**config.mk**
```make
export PLATFORM = sky130hd
export DESIGN_NAME = lif_neuron_ctrl
export DESIGN_NICKNAME = d
export VERILOG_FILES = /design/src/rtl/lif_neuron_ctrl_pkg.sv /design/src/rtl/MUX_2.sv /design/src/rtl/lif_neuron_ctrl.sv
export SDC_FILE = /design/constraint.sdc
export NUM_CORES = 1
export LEC_CHECK = 0
export CAP_MARGIN = 30
export CORE_MARGIN = 2
export CORE_UTILIZATION = 45
export CTS_CLUSTER_SIZE = 12
export DETAILED_ROUTE_END_ITERATION = 8
export PLACE_DENSITY = 0.79
export SLEW_MARGIN = 20
export SYNTH_ARGS = -nofsm -noshare
export SYNTH_HDL_FRONTEND = slang
export SYNTH_SLANG_ARGS = --single-unit
```
**constraint.sdc**
```tcl
create_clock -name clk -period 4.2 [get_ports clk]
set_clock_uncertainty 0.15 [all_clocks]
set_input_delay 0.84 -clock clk [delete_from_list [all_inputs] [get_ports clk]]
set_output_delay 0.84 -clock clk [all_outputs]
set_load 0.005 [all_outputs]
```
**src/rtl/lif_neuron_ctrl_pkg.sv**
```systemverilog
// Shared definitions for the LIF neuron sequencer: state encodings,
// default datapath width and the saturation helper.
package lif_neuron_ctrl_pkg;

    localparam logic [1:0] IDLE      = 2'd0;
    localparam logic [1:0] INTEGRATE = 2'd1;
    localparam logic [1:0] FIRE      = 2'd2;
    localparam logic [1:0] REFRAC    = 2'd3;

    localparam int LIF_WIDTH = 12;

    // Clamp a sign-extended value into the signed range of a w-bit word.
    function automatic logic signed [31:0] sat(input logic signed [31:0] x, input int w);
        logic signed [31:0] hi, lo;
        hi = (32'sd1 <<< (w - 1)) - 32'sd1;
        lo = -(32'sd1 <<< (w - 1));
        if (x > hi)      sat = hi;
        else if (x < lo) sat = lo;
        else             sat = x;
    endfunction

endpackage

```
**src/rtl/MUX_2.sv**
```systemverilog
// Generic 2:1 signed word mux: sel=0 passes a, sel=1 passes b.
module MUX_2 #(
    parameter int W = 12
) (
    input  logic                sel,
    input  logic signed [W-1:0] a,
    input  logic signed [W-1:0] b,
    output logic signed [W-1:0] y
);
    assign y = sel ? b : a;
endmodule

```
**src/rtl/lif_neuron_ctrl.sv**
```systemverilog
// Leaky integrate-and-fire neuron sequencer: leak-then-integrate update,
// one-cycle spike on threshold, reset-potential load and refractory window.
module lif_neuron_ctrl
    import lif_neuron_ctrl_pkg::*;
#(
    parameter int WIDTH         = LIF_WIDTH,
    parameter int THRESH        = 512,
    parameter int V_RESET       = 0,
    parameter int LEAK_SHIFT    = 3,
    parameter int REFRAC_CYCLES = 4
) (
    input  logic                    clk,
    input  logic                    rst,
    input  logic                    in_valid,
    output logic                    in_ready,
    input  logic signed [WIDTH-1:0] in_current,
    output logic                    spike,
    output logic signed [WIDTH-1:0] v_mem,
    output logic                    mux_sel,
    output logic                    refractory
);

    localparam int CW = $clog2(REFRAC_CYCLES + 2);
    localparam logic signed [WIDTH-1:0] VRST  = WIDTH'(V_RESET);
    localparam logic        [CW-1:0]    RLOAD = CW'(REFRAC_CYCLES);

    logic [1:0]              state, state_nxt;
    logic signed [WIDTH-1:0] cur_q, v_next, v_d;
    logic [CW-1:0]           cnt;
    logic signed [WIDTH+1:0] v_ext, c_ext, v_wide;
    logic signed [31:0]      v_sat;
    logic                    fire_now, v_en;

    // Two guard bits cover the worst-case leak/add excursion before clamping.
    assign v_ext    = {{2{v_mem[WIDTH-1]}}, v_mem};
    assign c_ext    = {{2{cur_q[WIDTH-1]}}, cur_q};
    assign v_wide   = v_ext - (v_ext >>> LEAK_SHIFT) + c_ext;
    assign v_sat    = sat({{(30-WIDTH){v_wide[WIDTH+1]}}, v_wide}, WIDTH);
    assign v_next   = v_sat[WIDTH-1:0];
    assign fire_now = (v_sat >= THRESH);

    assign in_ready   = (state == IDLE) || (state == REFRAC);
    assign spike      = (state == FIRE);
    assign mux_sel    = (state == FIRE);
    assign refractory = (state == REFRAC);
    assign v_en       = (state == INTEGRATE) || (state == FIRE);

    MUX_2 #(.W(WIDTH)) u_vmux (
        .sel (mux_sel),
        .a   (v_next),
        .b   (VRST),
        .y   (v_d)
    );

    always_comb begin
        state_nxt = state;
        case (state)
            IDLE:      if (in_valid) state_nxt = INTEGRATE;
            INTEGRATE: state_nxt = fire_now ? FIRE : IDLE;
            FIRE:      state_nxt = (REFRAC_CYCLES == 0) ? IDLE : REFRAC;
            REFRAC:    if (cnt <= CW'(1)) state_nxt = IDLE;
            default:   state_nxt = IDLE;
        endcase
    end

    always_ff @(posedge clk or posedge rst) begin
        if (rst) begin
            state <= IDLE;
            v_mem <= VRST;
            cur_q <= '0;
            cnt   <= '0;
        end else begin
            state <= state_nxt;
            if (state == IDLE && in_valid)
                cur_q <= in_current;
            if (v_en)
                v_mem <= v_d;
            // Samples taken during REFRAC are handshaken but never captured.
            if (state == FIRE)
                cnt <= RLOAD;
            else if (state == REFRAC && cnt != '0)
                cnt <= cnt - CW'(1);
        end
    end

endmodule

```
==> results summary, run 1 <==
In the synthesized netlist, mux cells make up under 10% of the area. The remaining max-slew budget at the tightest pin is between 60% and 70%. The clock slew seen by the registers of the worst setup and hold paths came out at 0.06 ns. The count of buffer and inverter cells on the critical path came out at 2. The aggregate negative setup slack is 0 ns. In the global route stage, overall resource usage came out at a little under a fifth. The number of library cell types mapped by synthesis is 53. The detailed router finished its first iteration with 70 violations. The mean instance size in the synthesized netlist came out at ~9.8 sq um.

The number of setup buffers added after CTS is 0. Synthesis handed over a netlist of about 240 instances. The wire length after detailed routing is 4940 um. Among all flip-flop cells after synthesis, the most frequent one is sky130_fd_sc_hd__dfrtp_1. In this run the standard cell core region covers 5110 sq um.

The tree is rooted in a sky130_fd_sc_hd__clkbuf_8. The total setup violations reported at the end of the flow is 0. The utilization of the core after routing came out at 55.2%. The data arrival time of the worst path is between 3 and 4 ns. The overflow left after global routing came out at 0. Broken down by cell family, the worst path's largest delay share belongs to compound AO/OA/AOI/OAI gates. The final count of pins violating max slew came out at 0. Detailed placement ended at an HPWL of between 3000 and 4000 um.

For met2 alone, demand over resource in global routing was 31.7%. The delay contributed by the slowest stage of the critical path came out at around 0.53 ns. The number of clock buffers inserted by TritonCTS came out at 5. The cell repeated most along the worst path is sky130_fd_sc_hd__inv_1. The maximum number of pins on one net before global-route repair is 20. The critical path in this run is classified as flop to flop. The synthesized-area fraction occupied by ao, oa, aoi and oai cells came out at 19.4%. The number of clock sinks seen by CTS came out at 29. The flow ran to the end, and the final reports show no timing, DRC or antenna violations.

The endpoint of the worst register-to-register path is v_mem[8]$_DFFE_PP0P_. The worst-path maximum fanout came out at 9. By count the netlist is led by 54 x sky130_fd_sc_hd__inv_1, 29 x sky130_fd_sc_hd__dfrtp_1, 21 x sky130_fd_sc_hd__ha_1, 13 x sky130_fd_sc_hd__mux2_2, 11 x sky130_fd_sc_hd__fa_1. The layer flagged by global routing as most heavily used is met2. The area enclosed by the die boundary is 5890 sq um. The clock tree from TritonCTS is yes.

The routed design could run at a clock period as short as approximately 3.3 ns. The number of flip-flops and latches in the synthesized netlist came out at 29. The worst hold path begins at cur_q[7]$_DFFE_PP0P_. By area the synthesized netlist is led by sky130_fd_sc_hd__dfrtp_1 30%, sky130_fd_sc_hd__ha_1 11%, sky130_fd_sc_hd__fa_1 9.2%.

Measured along the x axis, the die boundary spans roughly 77 um. The number of diodes added for antenna fixing came out at 0. At the pin with the least slew margin, the transition time is approximately 0.53 ns. The path with the worst hold slack has its endpoint at cur_q[7]$_DFFE_PP0P_.

The share of final-layout standard cells stronger than drive strength 1 came out at between 10% and 20%. The basic-gate share of the synthesized area counting and, or, nand and nor cells came out at under 10%. The synthesized design spends more area on one cell type than any other, namely sky130_fd_sc_hd__dfrtp_1. The post-CTS resize count is 0. In this run the critical register-to-register path is launched from v_mem[8]$_DFFE_PP0P_. Synthesis produced a netlist with a net count of 290. Setup repair after global routing left no endpoint under its margin. The maximum root-to-sink buffer count came out at 2. Dividing the detail-routed via count by the number of cells gives roughly 5.4. The area share of the leading cell type in the synthesized netlist came out at about 30%. Among all stages on the critical path, the largest delay is contributed by sky130_fd_sc_hd__fa_1.

The post-place instance area is about 2700 sq um. The detailed-route wire length per cell came out at approximately 14 um. The DRC violation count after routing is 0. Of all flip-flops after synthesis, the portion carrying an async set or reset was 100%.

The worst-case register-to-register setup slack came out at 0.91 ns. The critical path goes through inv_1 -> fa_1 -> inv_1 -> ha_1 -> a21oi_1 -> o21ai_0 -> or3_1 -> o211a_4 -> o211ai_4 -> o221ai_1. The worst path required time came out at about 4.2 ns.

The number of cells traversed by the worst hold path is 1. Yosys printed 0 warnings. The pre-CTS worst setup slack came out at ~0.96 ns. The post-route worst setup slack is approximately 0.9 ns. The later pin in the worst-skew pair is clocked with a latency of roughly 0.28 ns.

The count of standard-cell rows came out at 26. The worst setup path is launched from a flop. The number of antenna-violating nets in the routed design is 0. The routability congestion estimate came out at approximately 0.93. After the last flow step, the layout net total stands at 319. The worst setup path is captured at a flop.

The layout overhead on the synthesized area came out at 18.5%. The final route contains around 1900 vias. By area, the combinational part of the netlist is dominated by adder cells. The worst reg-to-reg path cell count came out at 10. After Yosys synthesis, full adders, half adders and majority gates account for between 20% and 30% of the synthesized area.

The summed instance area of the synthesized netlist is between 2000 and 2500 sq um. The number of optimization iterations in the first detailed-route pass came out at 4. For this configuration, the core starts out at a cell density of 46.6%. The via count of the first global-routing pass is 1875. The hold buffer count at CTS came out at 0. The number of placed I/O pins is 31. The number of input and output port buffers inserted is 30.

The peak clock frequency supported by timing is 0.304 GHz. The number of max-capacitance violations reported came out at 0. By instance count, the leading cell after synthesis is sky130_fd_sc_hd__inv_1. Global routing used between 20 and 25% of the available met1 tracks.

CTS built an H-tree with a depth of 2. The min-delay analysis places its worst path in the category flop to flop. The finished cells cover between 2000 and 3000 sq um. Of the total synthesized cell area, the portion taken by XOR and XNOR cells is 3.31%. The number of antenna violations at the first check in global routing came out at 0. The final number of hold-violating endpoints is 0. The first global-routing pass estimated ~8600 um of wire. The global routing usage on met3 came out at 4.24%.

The portion of the clock cycle consumed by the worst path in the final layout is approximately 78%. Counting flops with a built-in enable in the synthesized netlist gives 0. The proportion of synthesized chip area in sequential cells is roughly 30%. The vertical die dimension is ~77 um.
-- per-stage QoR --
step / std cells / hold slack, ns
after CTS: 343 / 0.358
after global placement: 334 / 0.340
final: 343 / 0.359
after floorplan: 243 / 0.329
after detailed placement: 335 / 0.344
after global routing: 343 / 0.372
-- layer usage --
metal	wire, um	vias up
met1	2100	900
li1	-	889
met2	2480	66
met5	0	-
met4	88	0
met3	272	11
-- cell families (layout without fill, tap and decap cells) --
logic type,Yosys count,count (layout)
buf+inv,63,93
compound gates,54,54
simple gates,42,42
fa+ha+maj,32,32
flops,29,29
mux,14,14
xor+xnor,9,9
-- layout make-up --
class | count | area (sq um)
Timing Repair Buffer | 31 | 315
Tap cell | 70 | 87.6
Multi-Input combinational cell | 151 | 1390
Clock inverter | 1 | 5.00
Fill cell | 432 | 2290
Inverter | 54 | 203
Clock buffer | 7 | 96.3
Sequential cell | 29 | 726
-- worst max path at each step --
| stage | slack (ns) | cells past startpoint | from | to |
|---|---|---|---|---|
| final | 0.91 | 10 | v_mem[8]$_DFFE_PP0P_ | v_mem[8]$_DFFE_PP0P_ |
| after global routing | 0.66 | 10 | v_mem[8]$_DFFE_PP0P_ | v_mem[8]$_DFFE_PP0P_ |
| after CTS | 0.94 | 10 | v_mem[8]$_DFFE_PP0P_ | v_mem[8]$_DFFE_PP0P_ |
| after detailed placement | 0.96 | 10 | v_mem[8]$_DFFE_PP0P_ | v_mem[8]$_DFFE_PP0P_ |
| after global placement | 1.0 | 9 | v_mem[11]$_DFFE_PP0P_ | v_mem[4]$_DFFE_PP0P_ |
| after floorplan | 1.25 | 10 | v_mem[6]$_DFFE_PP0P_ | v_mem[0]$_DFFE_PP0P_ |
-- flip-flops by register name, indices dropped and copies added, names as in the netlist, named ones only --
signal  cells
state       1
cur_q      12
v_mem      12
cnt         3
-- placed cells by master (no fill, tap or decap), types with 3 or more instances in the layout --
cell,n
sky130_fd_sc_hd__ha_1,21
sky130_fd_sc_hd__nand3_1,6
sky130_fd_sc_hd__clkdlybuf4s50_1,30
sky130_fd_sc_hd__nor2_1,10
sky130_fd_sc_hd__fa_1,11
sky130_fd_sc_hd__o31ai_1,3
sky130_fd_sc_hd__nand2_1,8
sky130_fd_sc_hd__o21ai_0,4
sky130_fd_sc_hd__mux2_2,13
sky130_fd_sc_hd__nor3_1,4
sky130_fd_sc_hd__o211ai_1,4
sky130_fd_sc_hd__clkbuf_8,7
sky130_fd_sc_hd__xor2_1,3
sky130_fd_sc_hd__nand2b_1,4
sky130_fd_sc_hd__a21oi_1,8
sky130_fd_sc_hd__a31oi_1,3
sky130_fd_sc_hd__inv_1,54
sky130_fd_sc_hd__dfrtp_1,29
sky130_fd_sc_hd__o221ai_1,9
sky130_fd_sc_hd__xnor2_1,6
Power of run 1 is left out: the tool's default activity adds up to more than one toggle a clock period on the data nets, which glitch-free logic cannot reach.
==> inputs of run 2 (changes only) <==
- PLACE_DENSITY: 0.79 -> 0.82
- clock period: 4.2 -> 2.85 ns (I/O delays scaled with it)
==> results summary, run 2 (same netlist as run 1, synthesis figures left out) <==
The routability congestion estimate came out at 0.942 (was 0.932). The worst path required time is 2.89 ns (was 4.18 ns). The area enclosed by the die boundary is 5890 sq um (unchanged). The number of max-capacitance violations reported came out at 0 (unchanged).

The H-tree depth reported by CTS came out at 2 (unchanged). The maximum root-to-sink buffer count came to 2 (unchanged). The wire length after detailed routing is 5980 um (was 4940 um).

The layout overhead on the synthesized area came out at 38.3% (was 18.5%). The type of element capturing the critical path is a flop (unchanged). Result of the run: finished with violations (was finished clean).

The combined area of the multi-input logic cells is 1500 sq um (was 1390 sq um). The total setup violations reported at the end of the flow is 13 (was 0). The clock tree from TritonCTS is yes (unchanged). The worst slack on hold paths came out at 0.357 ns (was 0.359 ns).

The number of antenna-violating nets in the routed design was 0 (unchanged). The data arrival time of the worst path came out at 2.98 ns (was 3.27 ns). The area inside the core boundary came out at 5110 sq um (unchanged). The root buffer cell is sky130_fd_sc_hd__clkbuf_8 (unchanged).

The class of the tightest hold or removal check is flop to flop (unchanged). The placed wire-length estimate after detailed placement is 4600 um (was 3870 um). The final count of pins violating max slew is 0 (unchanged). The shortest clock period the worst path allows after layout came out at 2.95 ns (was 3.29 ns). The per-cell via count in the routed design came out at 5.36 (was 5.44). The number of clock buffers inserted by TritonCTS was 5 (unchanged). The met2 usage in global routing is 36.2% (was 31.7%). The clock insertion delay at the later pin of the skew report came out at 0.28 ns (about the same). The via count of the first global-routing pass is 2173 (was 1875). Regs by FF count: cur_q x12, v_mem x12, cnt x3 (unchanged). The hold buffer count at CTS came out at 0 (unchanged). The total number of vias was 2106 (was 1866).

The met1 usage came out at 27.4% (was 22.1%). The share of final-layout standard cells stronger than drive strength 1 is 32.2% (was 13.2%). The maximum number of pins on one net before global-route repair came out at 30 (was 20). Unrepaired setup endpoints after global routing: true (was false).

The global-route usage over all layers is 21.4% (was 18.0%). The number of input and output port buffers inserted is 30 (unchanged). The number of cells after detailed placement came out at 380 (was 335). The remaining max-slew budget at the tightest pin is 63.7% (was 64.8%). Commonest non-fill, non-tap cells in the layout: 51 x sky130_fd_sc_hd__inv_1, 50 x sky130_fd_sc_hd__buf_4, 30 x sky130_fd_sc_hd__clkdlybuf4s50_1 (was 54 x sky130_fd_sc_hd__inv_1, 30 x sky130_fd_sc_hd__clkdlybuf4s50_1, 29 x sky130_fd_sc_hd__dfrtp_1). The number of diodes added for antenna fixing is 0 (unchanged). The portion of the clock cycle consumed by the worst path in the final layout was 103% (was 78.3%).

The global routing usage on met3 came out at 4.24% (unchanged). The number of nets in the layout is 369 (was 319). The number of antenna violations at the first check in global routing is 0 (unchanged). The final number of hold-violating endpoints was 0 (unchanged). The number of clock sinks seen by CTS came to 29 (unchanged). The transition at the pin with the smallest max-transition slack was 0.543 ns (was 0.525 ns). The utilization of the core after routing is 64.5% (was 55.2%).

The DRC violation count after routing came out at 0 (unchanged). The wire length of the first global-routing pass was 10000 um (was 8620 um). The starting utilization of the core area came out at 46.6% (unchanged). The busiest metal layer after global routing was met2 (unchanged). The final instance count without filler cells came out at 393 (was 343). The worst-path maximum fanout was 8 (was 9). The overflow left after global routing is 0 (unchanged). The die span in x came out at 76.7 um (unchanged). The first-iteration detailed-routing DRC count is 117 (was 70).

The path type of the worst setup path is flop to flop (unchanged). The number of placed I/O pins came out at 31 (unchanged). The nature of the critical path startpoint is a flop (unchanged). The vertical die dimension was 76.7 um (unchanged). The post-route worst setup slack is -0.0974 ns (was 0.910 ns). The clock slew seen by the registers of the worst setup and hold paths is 0.06 ns (about the same). The final reports fail on negative setup slack. The count of standard-cell rows came out at 26 (unchanged). The peak clock frequency supported by timing is 0.339 GHz (was 0.304 GHz). The number of optimization iterations in the first detailed-route pass is 4 (unchanged). The filler cell count in the final layout came out at 377 (was 432). The detailed-route wire length per cell is 15.2 um (was 14.4 um). The register area came out at 728 sq um (was 726 sq um). The most frequent standard cell in the layout excluding fill and tap cells was sky130_fd_sc_hd__inv_1 (unchanged).
==> run 2: cell count changes in the layout (fill, tap and decap cells not counted), moves of 2 or more <==
| cell | delta |
|---|---|
| sky130_fd_sc_hd__a21oi_1 | -2 |
| sky130_fd_sc_hd__buf_4 | +50 |
| sky130_fd_sc_hd__and3_4 | +2 |
| sky130_fd_sc_hd__ha_4 | +3 |
| sky130_fd_sc_hd__inv_2 | +3 |
| sky130_fd_sc_hd__dfrtp_1 | -2 |
| sky130_fd_sc_hd__dfrtp_2 | +2 |
| sky130_fd_sc_hd__inv_1 | -3 |
| sky130_fd_sc_hd__and3_1 | -2 |
| sky130_fd_sc_hd__a21oi_2 | +2 |
| sky130_fd_sc_hd__ha_1 | -3 |
==> run 2: worst max-delay path: stages, from the launching register on <==
cell	delay, ns
sky130_fd_sc_hd__dfrtp_2	0.46
sky130_fd_sc_hd__fa_1	0.51
sky130_fd_sc_hd__inv_1	0.04
sky130_fd_sc_hd__ha_1	0.29
sky130_fd_sc_hd__buf_4	0.17
sky130_fd_sc_hd__and3_2	0.23
sky130_fd_sc_hd__a221oi_1	0.36
sky130_fd_sc_hd__o211a_4	0.27
sky130_fd_sc_hd__buf_4	0.13
sky130_fd_sc_hd__nand2_1	0.06
sky130_fd_sc_hd__o221ai_1	0.17
==> run 2: per-stage QoR <==
step | instance area, sq um | setup WS, ns | setup TNS, ns
after CTS | 3260 | -0.0868 | -0.817
after global placement | 3100 | -0.180 | -1.86
after floorplan | 2430 | -0.0846 | -0.725
after detailed placement | 3100 | -0.282 | -2.94
final | 3290 | -0.0974 | -0.966
after global routing | 3290 | -0.232 | -2.62
==> run 2: cell type report <==
class / instances / area share, %
clock buffers: 7 / 2.93
clock inverters: 1 / 0.152
inverters: 54 / 6.16
multi-input cells: 152 / 45.5
flip-flops and latches: 29 / 22.1
well taps: 70 / 2.66
repair buffers: 80 / 20.5
==> run 2: per-layer routing <==
layer	share of wire, %	vias to the layer above	wire (um)
met3	3.7	14	219
li1	-	994	-
met5	0	-	0
met4	2.2	0	132
met2	50	60	2970
met1	44	1038	2660
==> run 2: final timing paths <==
kind	to	cells after the start	slack, ns	startpoint
worst max-delay path	v_mem[7]$_DFFE_PP0P_	10	-0.1	v_mem[11]$_DFFE_PP0P_
worst min-delay path	cur_q[5]$_DFFE_PP0P_	1	0.36	cur_q[5]$_DFFE_PP0P_
worst max register to register	v_mem[7]$_DFFE_PP0P_	10	-0.1	v_mem[11]$_DFFE_PP0P_
worst min register to register	cur_q[5]$_DFFE_PP0P_	1	0.36	cur_q[5]$_DFFE_PP0P_
max in group asynchronous	v_mem[11]$_DFFE_PP0P_	3	1.73	rst
min in group asynchronous	cur_q[0]$_DFFE_PP0P_	3	0.52	rst
==> run 2: what timing repair did <==
action,in CTS,in global routing
hold endpoints to repair,0,0
endpoints found under the setup margin,13,13
pin swaps,3,4
resized for setup,9,5
cloned,1,0
buffers inserted,3,1
Power of run 2 is left out for the same reason.
==> RTL change 1, RTL diff (flow settings as in run 1) <==
Make the reset (`rst`) synchronous in one clocked block.
--- a/src/rtl/lif_neuron_ctrl.sv
+++ b/src/rtl/lif_neuron_ctrl.sv
@@ -64,5 +64,5 @@
     end
 
-    always_ff @(posedge clk or posedge rst) begin
+    always_ff @(posedge clk) begin
         if (rst) begin
             state <= IDLE;
Behaviour: differs if rst is asserted again (counterexample within 4 cycles, from zero or initial values and one cycle with rst high); with rst held inactive, the same outputs for 4 cycles.
==> RTL change 1 against run 1 <==
  * Worst setup slack worse by 0.13 ns
  * Sequential cell count is the same
  * Die area rose by 2.8%
  * Cell area up 3.0%
  * Area after synthesis grew 3.0%
  * Routed wire length grew 11%
  * First-iteration DRC count rose by 43%
  * Utilization increased by 0.95 points
  * Sequential share of layout area decreased by 5.7 points
  * Largest cell class unchanged
==> RTL change 1: results (changes against run 1) <==
| Metric | Value |
|---|---|
| Status | `finished, final reports clean` |
| WHS Endpoint | `cur_q[10]$_SDFFE_PP0P_` |
| Clock Path Buffers | `2 (unchanged)` |
| Worst Hold Class | `reg -> reg` |
| Hold Slack | `0.305 ns (-0.0534 ns)` |
| Critical path's largest stage delay | `0.55 ns (+0.02 ns)` |
| Worst reg2reg path depth | `11 (+1)` |
| Synth top cells by count | `inv_1 (54), nand2_1 (35), a21oi_1 (33)` |
| Leakage power | `about 1.2 nW` |
| Clock transition at path regs | `0.07 ns` |
| Synth Area per Inst | `8.15 um^2 (-17%)` |
| Syn Nets | `348 (+20%)` |
| Htree depth | `2 (unchanged)` |
| Fin nets | `377 (+18%)` |
| Initial antenna violation count | `0 (unchanged)` |
| 1st-iter DRT viols | `100 (+43%)` |
| Asr flop ratio synth | `0% (-100 points)` |
| Non-Filler Instances | `401 (+17%)` |
| Fill cell count | `473 (+9.5%)` |
| Vias in the first global route | `2,055 (+9.6%)` |
| Synth top area cells | `dfxtp_1 (24%), ha_1 (11%), fa_1 (9.0%)` |
| Worst reg2reg setup slack | `0.78 ns (-0.13 ns)` |
| Crit path DAT | `3.44 ns (+0.17 ns)` |
| Share of cells above drive strength 1 | `9.06% (-4.1 points)` |
| Avg Vias per Cell | `5.30 (-2.5%)` |
| DR WL/cell | `13.6 um (-5.4%)` |
| R2R Path End | `v_mem[8]$_SDFFE_PP0P_` |
| WHS Path Cells | `2 (+1)` |
| Largest net degree at the start of global routing | `29 (+45%)` |
| Dpl cells | `393 (+17%)` |
| Fin crit period | `3.42 ns (+0.132 ns)` |
| R2r startpoint | `v_mem[4]$_SDFFE_PP0P_` |
| GRT Total Usage | `19.3% (+1.3 points)` |
| Seq/Total Area, Yosys | `23.7% (-6.8 points)` |
| Least-Margin Pin Slew | `0.538 ns (+0.0130 ns)` |
| Fin util | `56.2% (+0.95 points)` |
| DP Area | `2790 um^2 (+2.6%)` |
| Pre-CTS WS | `0.791 ns (-0.166 ns)` |
| First-pass GRT wire length | `9.37 mm (+8.7%)` |
| Hold Crit Start | `cur_q[10]$_SDFFE_PP0P_` |
| Post-detail-place hpwl | `4.16 mm (+7.3%)` |
| Placer Congestion | `0.961 (+3.2%)` |
| Yosys cell types | `54 (+1.9%)` |
| Crit path max fanout | `8 (-1)` |
## RTL change 1: kinds of logic after synthesis
| kind of cell | count (synthesis) | synth area share (%) |
|---|---|---|
| DFF | 29 | 23.7 |
| AOI/OAI and AO/OA | 89 | 27.6 |
| xor gates and xnor gates | 7 | 2.50 |
| adders and majority gates | 32 | 19.7 |
| and+or+nand+nor | 81 | 16.0 |
| buffers and inverters | 63 | 10.6 |
## RTL change 1: final cells by class
class	count	area share (%)
inverters	54	6.97
multi-input cells	209	55.5
clock inverters	3	1.59
flip-flops and latches	29	20.0
repair buffers	31	10.6
clock buffers	5	2.37
well taps	70	3.01
## RTL change 1: worst max path at each step
stage                          startpoint                     to  cells past startpoint
floorplan           v_mem[5]$_SDFFE_PP0P_                   flop                     11
global placement    v_mem[4]$_SDFFE_PP0P_  v_mem[8]$_SDFFE_PP0P_                     11
detailed placement  v_mem[4]$_SDFFE_PP0P_  v_mem[8]$_SDFFE_PP0P_                     11
CTS                 v_mem[4]$_SDFFE_PP0P_  v_mem[8]$_SDFFE_PP0P_                     11
global route        v_mem[4]$_SDFFE_PP0P_  v_mem[2]$_SDFFE_PP0P_                     11
finish              v_mem[4]$_SDFFE_PP0P_  v_mem[8]$_SDFFE_PP0P_                     11
## RTL change 1: power groups by stage
stage	Combinational, mW	Clock, mW	Sequential, mW
2_1_floorplan	1.48	0	0.377
4_1_cts	1.85	0.306	0.385
6_report	1.86	0.298	0.383
5_1_grt	2.05	0.317	0.393
3_3_place_gp	1.81	0	0.387
3_5_place_dp	1.83	0	0.391
## RTL change 1: routing by layer
metal  up-vias  share of wire [%]  track usage (%)  routed length, um
met1       981                 45             25.1               2450
met4         0                1.6             6.25                 87
met5         -                  0                0                  0
li1       1077                  -                -                  -
met3         6                7.4             5.93                403
met2        62                 46             30.5               2520
==> RTL change 2, RTL diff (config.mk and constraints of run 1) <==
Made on the original files. Set the package constant `LIF_WIDTH` to 24 (it was 12).
--- a/src/rtl/lif_neuron_ctrl_pkg.sv
+++ b/src/rtl/lif_neuron_ctrl_pkg.sv
@@ -8,5 +8,5 @@
     localparam logic [1:0] REFRAC    = 2'd3;
 
-    localparam int LIF_WIDTH = 12;
+    localparam int LIF_WIDTH = 24;
 
     // Clamp a sign-extended value into the signed range of a w-bit word.
Ports: changed (resized in_current and v_mem); port bits go from 31 to 55. No check against the original RTL was run, so the function may have changed too.
==> RTL change 2 against run 1 <==
  * Cell count is 100% higher
  * Worst setup slack got worse by 0.65 ns
  * Sequential cell count increased by 24
  * Synthesized cell count grew 110%
  * Routed wire length grew 130%
  * Count of clock-buffer cells in the layout did not move
  * Cell area grew 90%
  * Area after synthesis increased by 91%
  * Critical path type unchanged
Power is left out: the tool's default activity adds up to more than one toggle a clock period on the data nets, which glitch-free logic cannot reach.
==> RTL change 2: results (changes against run 1) <==
| Metric | Value |
|---|---|
| Status | `finished, final reports clean` |
| Syn Nets | `588 (+100%)` |
| Post-detail-place hpwl | `9.12 mm (+140%)` |
| Non-Filler Instances | `693 (+100%)` |
| Hold Slack | `0.362 ns (+0.00320 ns)` |
| Pre-CTS WS | `0.144 ns (-0.813 ns)` |
| Vias in the first global route | `3,867 (+110%)` |
| Adder-Cell Fraction of Synth Area | `19.0% (-1.3 points)` |
| WHS Path Cells | `1 (unchanged)` |
| Crit path max fanout | `12 (+3)` |
| Wl on met1 | `5.43 mm (+160%)` |
| CP Launch Point | `v_mem[6]$_DFFE_PP0P_` |
| Critical path's largest stage delay | `0.55 ns (+0.02 ns)` |
| Dpl cells | `684 (+100%)` |
| DRT Wirelength | `11.5 mm (+130%)` |
| Largest net degree at the start of global routing | `40 (+100%)` |
| Yosys cell types | `61 (+15%)` |
| Hold Crit Start | `cur_q[18]$_DFFE_PP0P_` |
| Fin crit period | `3.94 ns (+0.649 ns)` |
| Clock transition at path regs | `0.10 ns (+0.04 ns)` |
| Fin nets | `641 (+100%)` |
| Met3 wire len | `504 um (+85%)` |
| Seq/Total Area, Yosys | `29.2% (-1.3 points)` |
| Avg Vias per Cell | `5.53 (+1.7%)` |
| Crit path DAT | `3.98 ns (+0.71 ns)` |
| First-pass GRT wire length | `19.1 mm (+120%)` |
| R2R Path End | `v_mem[1]$_DFFE_PP0P_` |
| Pre-Repair DR Iteration Count | `5 (+1)` |
| XOR/XNOR Fraction of Synth Area | `2.70% (-0.61 points)` |
| Relative slew slack | `49.1% (-16 points)` |
| Mux contribution to synthesized area | `6.18% (-0.39 points)` |
| Worst reg2reg path depth | `13 (+3)` |
| GRT Total Usage | `21.7% (+3.7 points)` |
| DR WL met2 | `5.39 mm (+120%)` |
| Synth top area cells | `dfrtp_1 (29%), fa_1 (10%), ha_1 (8.8%)` |
| Worst reg2reg setup slack | `0.26 ns (-0.65 ns)` |
| Synth Area per Inst | `8.97 um^2 (-8.5%)` |
| 1st-iter DRT viols | `190 (+170%)` |
| Port Buffers | `54 (+80%)` |
| Placer Congestion | `0.929 (-0.32%)` |
| CTS root buf | `clkbuf_8` |
| Share of cells above drive strength 1 | `10.0% (-3.2 points)` |
| Compound-gate portion of the synthesized area | `20.9% (+1.5 points)` |
| DP Area | `5240 um^2 (+93%)` |
| Asr flop ratio synth | `100% (unchanged)` |
## RTL change 2: cell types whose count changed in the layout (fill, tap and decap cells not counted), sizes merged, moves of 12 or more
cell and delta:
inv +45, nand2 +30, clkdlybuf4s50 +24, dfrtp +24, a21oi +17, buf +12
fa +12, o21ai +12
## RTL change 2: layer usage
layer  GRT usage [%]  up-vias
li1                -     1846
met1            30.1     1850
met2            35.8      120
met3            2.82       18
met4            5.98        0
met5               0        -
## RTL change 2: what timing repair did
| action | CTS | global route |
|---|---|---|
| setup endpoints to repair | 0 | 14 |
| gates resized for setup | 0 | 4 |
| buffers inserted | 0 | 0 |
## RTL change 2: area by class of cell
cell class                      instances  area, um^2
Sequential cell                        53        1330
Fill cell                             934        4420
Clock buffer                            7        76.3
Clock inverter                          1        7.51
Multi-Input combinational cell        332        2750
Timing Repair Buffer                   67         651
Inverter                              100         375
Tap cell                              133         166
